`src/rtl/lif_neuron_scheduler.sv`:
```
// Time-multiplexes one external combinational LIF datapath over N_NEURONS virtual
// neurons: accept one input vector, evaluate one neuron per cycle, return a spike vector.
module lif_neuron_scheduler #(
  parameter int N_NEURONS = 4,
  parameter int INPUTS    = 8,
  parameter int U_WIDTH   = 5,
  parameter int IDX_W     = (N_NEURONS > 1) ? $clog2(N_NEURONS) : 1
) (
  input  logic                 clk,
  input  logic                 reset,
  input  logic                 in_valid,
  output logic                 in_ready,
  input  logic [INPUTS-1:0]    in_x,
  output logic                 out_valid,
  input  logic                 out_ready,
  output logic [N_NEURONS-1:0] out_spikes,
  output logic [15:0]          step_count,
  input  logic                 cfg_we,
  input  logic [1:0]           cfg_sel,
  input  logic [IDX_W-1:0]     cfg_addr,
  input  logic [INPUTS-1:0]    cfg_data,
  output logic                 cfg_ready,
  output logic [INPUTS-1:0]    dp_w,
  output logic [INPUTS-1:0]    dp_x,
  output logic [2:0]           dp_shift,
  output logic [U_WIDTH-1:0]   dp_previus_u,
  output logic [U_WIDTH-1:0]   dp_minus_teta,
  output logic                 dp_was_spike,
  input  logic [U_WIDTH-1:0]   dp_u_out,
  input  logic                 dp_is_spike
);

  // Handshakes: a transfer happens on a rising edge where valid and ready are both high.
  // in_ready is high only in IDLE; out_valid stays high (with out_spikes stable) until
  // out_ready is seen, and neither depends combinationally on the other side's signal.
  typedef enum logic [1:0] {
    IDLE = 2'd0,
    RUN  = 2'd1,
    DONE = 2'd2
  } state_t;

  state_t state, state_next;

  logic [IDX_W-1:0]     idx;
  logic [INPUTS-1:0]    x_reg;
  logic [INPUTS-1:0]    wmem  [N_NEURONS];
  logic [U_WIDTH-1:0]   u_mem [N_NEURONS];
  logic [N_NEURONS-1:0] spk_mem;
  logic [U_WIDTH-1:0]   thr;
  logic [2:0]           shift;
  logic                 idx_last;
  logic                 addr_ok;

  assign idx_last = (idx == IDX_W'(N_NEURONS - 1));
  assign addr_ok  = ({1'b0, cfg_addr} < (IDX_W + 1)'(N_NEURONS));

  always_ff @(posedge clk or posedge reset) begin
    if (reset) state <= IDLE;
    else       state <= state_next;
  end

  always_comb begin
    state_next = state;
    in_ready   = 1'b0;
    cfg_ready  = 1'b0;
    case (state)
      IDLE: begin
        in_ready  = 1'b1;
        cfg_ready = 1'b1;
        if (in_valid) state_next = RUN;
      end
      RUN:     if (idx_last) state_next = DONE;
      DONE:    if (out_ready) state_next = IDLE;
      default: state_next = IDLE;
    endcase
  end

  always_ff @(posedge clk or posedge reset) begin
    if (reset) begin
      idx        <= '0;
      x_reg      <= '0;
      spk_mem    <= '0;
      thr        <= U_WIDTH'(5);
      shift      <= 3'd0;
      out_spikes <= '0;
      out_valid  <= 1'b0;
      step_count <= 16'd0;
      for (int i = 0; i < N_NEURONS; i++) begin
        wmem[i]  <= '1;
        u_mem[i] <= '0;
      end
    end else begin
      case (state)
        IDLE: begin
          if (in_valid) begin
            x_reg <= in_x;
            idx   <= '0;
          end
          // Config and input acceptance may share an edge; the run sees the new values.
          if (cfg_we) begin
            case (cfg_sel)
              2'd0: if (addr_ok) wmem[cfg_addr] <= cfg_data;
              2'd1: thr <= cfg_data[U_WIDTH-1:0];
              2'd2: shift <= cfg_data[2:0];
              default: begin
                if (addr_ok) begin
                  u_mem[cfg_addr]   <= '0;
                  spk_mem[cfg_addr] <= 1'b0;
                end
              end
            endcase
          end
        end
        RUN: begin
          u_mem[idx]      <= dp_u_out;
          spk_mem[idx]    <= dp_is_spike;
          out_spikes[idx] <= dp_is_spike;
          if (idx_last) begin
            out_valid  <= 1'b1;
            step_count <= step_count + 16'd1;
            idx        <= '0;
          end else begin
            idx <= idx + 1'b1;
          end
        end
        DONE: if (out_ready) out_valid <= 1'b0;
        default: ;
      endcase
    end
  end

  assign dp_w          = wmem[idx];
  assign dp_previus_u  = u_mem[idx];
  assign dp_was_spike  = spk_mem[idx];
  assign dp_x          = x_reg;
  assign dp_shift      = shift;
  assign dp_minus_teta = -thr;

endmodule

```
`config.mk`:
```
export PLATFORM = sky130hd
export DESIGN_NAME = lif_neuron_scheduler
export DESIGN_NICKNAME = d
export VERILOG_FILES = /design/src/rtl/lif_neuron_scheduler.sv
export SDC_FILE = /design/constraint.sdc
export NUM_CORES = 1
export LEC_CHECK = 0
export ABC_AREA = 1
export CAP_MARGIN = 40
export CORE_MARGIN = 5
export CORE_UTILIZATION = 45
export DETAILED_ROUTE_END_ITERATION = 12
export GPL_TIMING_DRIVEN = 0
export PLACE_DENSITY = 0.69
export SLEW_MARGIN = 20
export SYNTH_ARGS = -nofsm -noshare
export SYNTH_HDL_FRONTEND = slang
export SYNTH_SLANG_ARGS = --single-unit
```
`constraint.sdc`:
```
create_clock -name clk -period 5.7 [get_ports clk]
set_clock_uncertainty 0.05 [all_clocks]
set_input_delay 0.855 -clock clk [delete_from_list [all_inputs] [get_ports clk]]
set_output_delay 0.855 -clock clk [all_outputs]
set_load 0.01 [all_outputs]
```
; After elaboration in Yosys (flattened, before gate mapping)
; Cells that the tools add are included.
[op_classes]
n_reduce_logical = 18
bitwise = 6
n_eq_ne = 10
add_sub_neg = 3
muxes = 39
order_cmp = 8
[ops]
columns = cell, count
row1 = 20-bit two-way mux, 2
row2 = 20-bit case mux with 2 select lines, 1
row3 = 32-bit bitwise mux, 1
row4 = 8-bit two-way mux, 3
row5 = 20-bit bitwise AND, 1
row6 = 20-bit bitwise mux, 1
row7 = 5-bit demux with 2-bit select, 2
row8 = 5-bit two-way mux, 4
row9 = 20-bit inverter, 1
row10 = 3-bit AND reduction, 6
row11 = "16-bit by 1-bit adder with 16-bit output, second input constant", 1
row12 = 8-bit binary-select mux with 2-bit select, 1
row13 = 8-bit demux with 2-bit select, 1
row14 = 5-bit binary-select mux with 2-bit select, 1
row15 = 2-bit two-way mux, 5
row16 = "2-bit != test, second input constant", 5
row17 = 4-bit bitwise mux, 2
row18 = 4-bit two-way mux, 2
row19 = 4-bit case mux with 2 select lines, 1
row20 = "2-bit equality test, second input constant", 3
row21 = "3-bit >= comparator, second input constant", 2
row22 = "2-bit by 3-bit less-than comparator with 1-bit output, second input constant", 2
row23 = "3-bit by 1-bit less-than comparator with 1-bit output, second input constant", 2
row24 = 1-bit two-way mux, 6
row25 = 17 further kinds, 28
[word_totals]
wordCells = 101
reg_bits = 97
output_inout_bits = 53
inputBits = 31

; Logic depth before layout (Yosys ltp)
; Gate-level depths: netlist (run 1).
[depth]
ltp_word = 10
mapped_depth = 9

; Worst setup path before layout (run 1)
; OpenSTA, ideal clock, no wires.
[synth_timing]
path_type = reg2out
startpoint = register idx[0]
endpoint = output port dp_previus_u[0]
stages_incl_launch_ff = 6
t_arrival_ps = 1212
path_buffers = 2
path_slack_ps = 3583
cell_sequence = dfrtp_1 inv_1 clkbuf_1 buf_2 nor2_1 o22ai_1
[synth_between]
elab_chain_len = 4
[synth_lines]
columns = element, line
row1 = from (decl), 44  ; logic [IDX_W-1:0] idx;
row2 = from (signal assigned), 123  ; idx <= idx + 1'b1;
row3 = 2-bit inverter with 3-bit output (not written as such), 133  ; assign dp_previus_u = u_mem[idx];
row4 = 5-bit binary-select mux with 2-bit select, 133
row5 = 5-bit two-way mux (not written as such) (2 in a row), 133
row6 = to (decl), 26  ; output logic [U_WIDTH-1:0] dp_previus_u,
; No other way between the ends. The select of a mux whose other input is x is not followed.

; Worst setup path in the final report (run 1)
[layout_timing]
startpoint = register idx[1]
endpoint = output port dp_w[1]
[layout_between]
elab_chain_len = 4
[layout_lines]
columns = element, line
row1 = 2-bit inverter with 3-bit output (not written as such), 132  ; assign dp_w = wmem[idx];
row2 = 8-bit binary-select mux with 2-bit select, 132
row3 = 8-bit two-way mux (not written as such) (2 in a row), 132
row4 = to (decl), 23  ; output logic [INPUTS-1:0] dp_w,
; No other way between the ends. The select of a mux whose other input is x is not followed.

==> metrics.txt, run 1 <==
outcome=finished, final reports clean; vias in the first global route=4495; DR DRC count=0; Yosys reg bits=97; initial drt markers=351; Worst Setup End Kind=output port; mapped cell area=a little over 5000 um^2; synthesis-to-finish area growth=26.81%; antenna viol nets, final=0; Reg-to-Reg End=u_mem[18]; power per cell area=528.6 nW/um^2; CP Class=reg2out; Synth Warn #=0; Logic pwr share=0.447; Final nets=742; Die X=115.9 um; Syn Nets=647; setup bufs post-CTS=0; clock-pin slew on the worst setup and hold paths=0.06 ns; I/O Pins=84; Clock Latency Late Sink=0.34 ns; Relative slew margins=0.5921; peak supply drop=0.3180 mV; Starting Density=0.4613; Post-DP HPWL=9.843 mm; Critical R2R Launch=idx[0]; WP data arrival=2.54 ns; Netlist cell types=33; setup violators final=0; Hold Crit Start=wmem[8]; Synth Flop Type=dfrtp_1; post-synthesis sequential area ratio=0.4896; Slew @ Worst Pin=0.6119 ns; slowest stage delay, CP=roughly 0.59 ns; die area=13430 um^2; leakage power=2.990 nW; Max Freq=290.7 MHz; grt total ovfl=0; GRT Util Overall=0.2112; Final min period=3.440 ns; Switch Pwr=approximately 0.0013 W; critical path required time=about 4.8 ns; Rows=38; Clk pwr share=0.191; WL final=13.75 mm; Post-synth EDFFs=0; max-slew violation count=0; CTS buffer count=9; max-cap viol count=0; CTS sink count=97; worst hold path type=reg2reg; Reg power frac=0.363; first-pass GRT wire length=approximately 22 mm; CP Launch Point=idx[1]; core area=around 11000 um^2; Worst Reg-to-Reg Cells=9; Final Cycle Share=0.6035; Internal=between 0.002 and 0.0025 W; Final Util=0.5850; antenna cell count=0; CTS tree=done; share of layout cells above drive strength 1=0.1620; Critical Path End=dp_w[1]; largest net degree at the start of global routing=around 60; clock buffer depth=2; Vias/cell=5.372; initial antenna violation count=0; CTS Root Cell=clkbuf_16; Post-Syn Area per Cell=8.270 um^2; Worst Setup Start Kind=flip-flop; Pwr Total=0.003381 W; fill count=997; RSZ-0062 raised after global routing=false; Gates resized, CTS repair=0; setup TNS=0 ns; Die Y=115.9 um; Placer Congestion=0.9295; CTS Hold Bufs=0; WL/cell=roughly 16 um; H-Tree Depth=3; Worst Path Max Fanout=11; Detailed Routing Iterations Pass 1=5; Min Hold Slack=slightly above 0.4 ns; Switching Fraction=0.3814; PortBufs=83; Worst R2R Setup Slack=3.52 ns; ys async rst share=1.000; via count=4566; Final Hold Fails=0; post-synthesis cell count=610; Slowest cell on crit path=clkdlybuf4s50_1; worst-path cell chain=inv_1 -> clkbuf_1 -> o21ai_0 -> o22ai_1 -> clkdlybuf4s50_1
## per-stage QoR
| stage | cells | worst slack [ns] | instance area [um^2] |
|---|---|---|---|
| floorplan | 610 | 2.318 | 5045 |
| global placement | 833 | 0.7661 | 6051 |
| detailed placement | 834 | 2.680 | 6083 |
| CTS | 850 | 2.325 | 6397 |
| global route | 850 | 2.180 | 6397 |
| finish | 850 | 2.260 | 6397 |
## power groups by stage
stage	combinational [W]	clock, W	sequential [W]
floorplan	0.000860	0	0.00121
global placement	0.00147	0	0.00122
detailed placement	0.00151	0	0.00123
CTS	0.00151	0.000658	0.00122
global route	0.00165	0.000683	0.00126
finish	0.00151	0.000646	0.00123
## synthesized netlist by cell type (6+ instances only)
cell / n / area (um^2)
xnor2_1: 9 / 78.83
dfrtp_1: 63 / 1577
buf_6: 7 / 78.83
inv_2: 7 / 26.28
nand2_4: 7 / 78.83
nand3_1: 15 / 75.07
o21ai_2: 18 / 157.7
o21ai_0: 42 / 210.2
o21ai_1: 17 / 85.08
inv_1: 32 / 120.1
ha_1: 6 / 75.07
nor2_1: 46 / 172.7
o22ai_1: 32 / 200.2
nor2_4: 6 / 67.56
nand2_1: 231 / 867.1
dfstp_2: 34 / 893.4
## worst max-delay path, delay by kind of cell, from the launching register on
kind                   cells  cell delay (ns)
AOI/OAI and AO/OA          2             0.42
DFF                        1             0.53
buffers and inverters      3             1.23
## cells by family (layout without fill, tap and decap cells)
kind of cell               after synthesis  in the layout  synth area share
AOI/OAI and AO/OA                      110            110            0.1310
xor gates and xnor gates                13             13           0.02257
adders and majority gates                6              6           0.01488
buffers and inverters                   60            160           0.05779
DFF                                     97             97            0.4896
muxes                                    1              1          0.002232
and+or+nand+nor                        323            323            0.2820
## registers in the layout (all words and copies together) (netlist names)
| name | count |
|---|---|
| u_mem | 20 |
| state | 2 |
| wmem | 32 |
| idx | 2 |
| dp_shift | 3 |
| spk_mem | 4 |
| step_count | 16 |
| thr | 5 |
| out_spikes | 4 |
| dp_x | 8 |
| out_valid | 1 |
## cells in the final DEF (no fill, tap or decap), drive strengths merged
master,netlist,routed
clkinvlp,0,1
bufinv,0,2
or2,1,1
clkinv,1,3
nand3,19,19
o21ai,77,77
dfstp,34,34
mux2,1,1
o31ai,1,1
ha,6,6
dfrtp,63,63
nor3,3,3
o22ai,32,32
xor2,4,4
clkdlybuf4s50,0,83
inv,39,39
nand2,242,242
nand3b,1,1
nand4,2,2
clkbuf,5,16
nor2,55,55
xnor2,9,9
buf,15,16
## worst min-delay path by stage
stage,to,cells after the start
finish,wmem[8],2
floorplan,wmem[8],2
detailed placement,wmem[8],2
global placement,wmem[11],2
global route,wmem[31],2
CTS,wmem[8],2
## metal layers
layer	GRT usage	routed length (um)
met5	0	0
met4	0.06883	264
met3	0.04178	918
met2	0.3441	6528
met1	0.2843	6036
## area by class of cell
type                            count  area (um^2)  share of cell area
Buffer                             20        140.1             0.02190
Clock buffer                       11        232.7             0.03638
Clock inverter                      5        81.33             0.01271
Inverter                           40        156.4             0.02445
Multi-Input combinational cell    453         2283              0.3569
Sequential cell                    97         2470              0.3861
Tap cell                          140        175.2             0.02738
Timing Repair Buffer               84        858.3              0.1342
No activity file was read; power rests on OpenSTA's default activity.
==> run 2: changes to the inputs <==
PLACE_DENSITY = 0.72   (was 0.69)
clock period = 3 ns   (was 5.7 ns; I/O delays follow)
==> run 2 against run 1 <==
Compared with the run above: sequential power increased by 89%; sequential share of layout area up 0.14 points; clock power up 80%; power grew 88%; first-iteration DRC count up 50%; design area fell by 0.35%; hold slack lost 0.036 ns; flip-flop and latch count unchanged; clock-buffer cell count rose by 3; non-clock buffer count is 1 lower; core utilization is 0.21 points lower; highest routed layer unchanged.
==> metrics.txt, run 2 (synthesized netlist as in run 1, its figures left out) <==
outcome=finished, final reports clean; PortBufs=83; WP data arrival=2.40 ns; commonest non-fill, non-tap cells in the layout=nand2_1, clkdlybuf4s50_1, dfrtp_1; GRT Util Overall=0.2117; grt total ovfl=0; commonest non-fill, non-tap cell in the layout=nand2_1; WL final=13.85 mm; Worst Reg-to-Reg Cells=9; Detailed Routing Iterations Pass 1=5; Final nets=741; H-Tree Depth=3; Reg power frac=0.366; Worst Setup End Kind=output port; clock-pin slew on the worst setup and hold paths=0.07 ns; max-slew violation count=0; CTS tree=done; Worst Path Max Fanout=11; first-pass GRT wire length=22.51 mm; Final Cycle Share=0.9676; Final Hold Fails=0; Slowest cell on crit path=clkdlybuf4s50_1; Reg-to-Reg End=u_mem[18]; Vias/cell=about 5.4; share of layout cells above drive strength 1=0.1622; max-cap viol count=0; vias in the first global route=4600; CTS Root Cell=clkbuf_16; worst-path cell chain=inv_1 -> clkbuf_2 -> buf_2 -> nor2_1 -> o22ai_1 -> clkdlybuf4s50_1; DR DRC count=0; Final Worst Setup Slack=between 0.09 and 0.1 ns; Slew @ Worst Pin=0.6581 ns; worst hold path type=in2async; CTS sink count=a little under 100; setup TNS=0 ns; Rows=38; Regs by FF count=wmem x32, u_mem x20, step_count x16; Internal=0.003918 W; critical path required time=2.50 ns; Worst Setup Start Kind=flip-flop; Max Freq=344.5 MHz; Logic pwr share=0.451; Starting Density=0.4613; DP Worst Slack=0.3476 ns; clock buffer depth=2; Relative slew margins=0.5612; via count=4554; die area=13430 um^2; Final Util=0.5830; initial drt markers=around 530; Min Hold Slack=0.3667 ns; Critical R2R Launch=idx[0]; Post-DP HPWL=9.989 mm; WL/cell=16.31 um; largest reg by FF count=wmem; setup bufs post-CTS=0; I/O Pins=between 80 and 90; core area=about 11000 um^2; antenna viol nets, final=0; synthesis-to-finish area growth=26.36%; initial antenna violation count=0; Worst R2R Setup Slack=between 0.9 and 1 ns; setup violators final=0; RSZ-0062 raised after global routing=false; fill count=995; Largest register FFs=32; Clk pwr share=0.182; Clock Latency Late Sink=0.34 ns; Switching Fraction=0.3839; Placer Congestion=0.9226; Die Y=115.9 um; Die X=115.9 um; leakage power=2.986 nW; peak supply drop=~0.5 mV; Switch Pwr=0.002442 W; CP Class=reg2out; Final min period=2.903 ns; slowest stage delay, CP=0.59 ns; CTS buffer count=9; power per cell area=997.7 nW/um^2; largest net degree at the start of global routing=78; antenna cell count=0
run 2: cell count changes in the layout (fill, tap and decap cells not counted):
cell / delta
clkinv_2: -1
bufinv_16: -1
clkbuf_2: +2
clkinvlp_4: -1
clkbuf_8: +1
buf_1: -1
run 2: per-layer routing:
layer  global-route usage  wire length (um)
met5                    0                 0
met4              0.09590               426
met3              0.04386              1110
met2               0.3299              6392
met1               0.2850              5920
run 2: final cells by class:
cell class,count,area [um^2],area share
Tap cell,140,175.2,0.02748
Multi-Input combinational cell,453,2283,0.3582
Timing Repair Buffer,84,858.3,0.1346
Buffer,19,138.9,0.02179
Sequential cell,97,2470,0.3874
Inverter,40,156.4,0.02453
Clock inverter,2,38.79,0.006084
Clock buffer,14,254.0,0.03984
run 2: what timing repair did:
action                                 in CTS  in global routing
endpoints found under the hold margin       0                  0
resized for setup                           1                  1
setup endpoints to repair                   1                  1
hold buffers                                0                  0
gates cloned                                0                  0
run 2: worst max-delay path by stage:
stage               cells past startpoint  slack (ns)         endpoint   start
floorplan                               1        0.02      dp_shift[0]   reset
global route                            6        0.07  dp_previus_u[2]  idx[0]
CTS                                     4        0.12  dp_previus_u[2]  idx[1]
detailed placement                      6        0.35  dp_previus_u[2]  idx[0]
finish                                  6         0.1  dp_previus_u[2]  idx[0]
global placement                        2       -1.49        u_mem[19]   reset
run 2: through the flow:
step | instances | total power, W | instance area (um^2)
5_1_grt | 849 | 0.006769 | 6375
6_report | 849 | 0.006360 | 6375
3_3_place_gp | 833 | 0.005106 | 6051
2_1_floorplan | 610 | 0.003934 | 5045
3_5_place_dp | 834 | 0.005202 | 6083
4_1_cts | 849 | 0.006373 | 6374
run 2: power groups by stage:
stage | registers, W | logic, W | clock network [W]
floorplan | 0.00230 | 0.00163 | 0
detailed placement | 0.00234 | 0.00287 | 0
finish | 0.00233 | 0.00287 | 0.00116
global route | 0.00239 | 0.00314 | 0.00124
CTS | 0.00232 | 0.00287 | 0.00118
global placement | 0.00232 | 0.00279 | 0
run 2: critical path, delay by kind of cell, from the launching register on:
kind                   cells  cell delay [ns]
buffers and inverters      4             1.24
flip-flops                 1             0.46
AO/OA/AOI/OAI              1             0.26
AND/OR/NAND/NOR            1             0.09
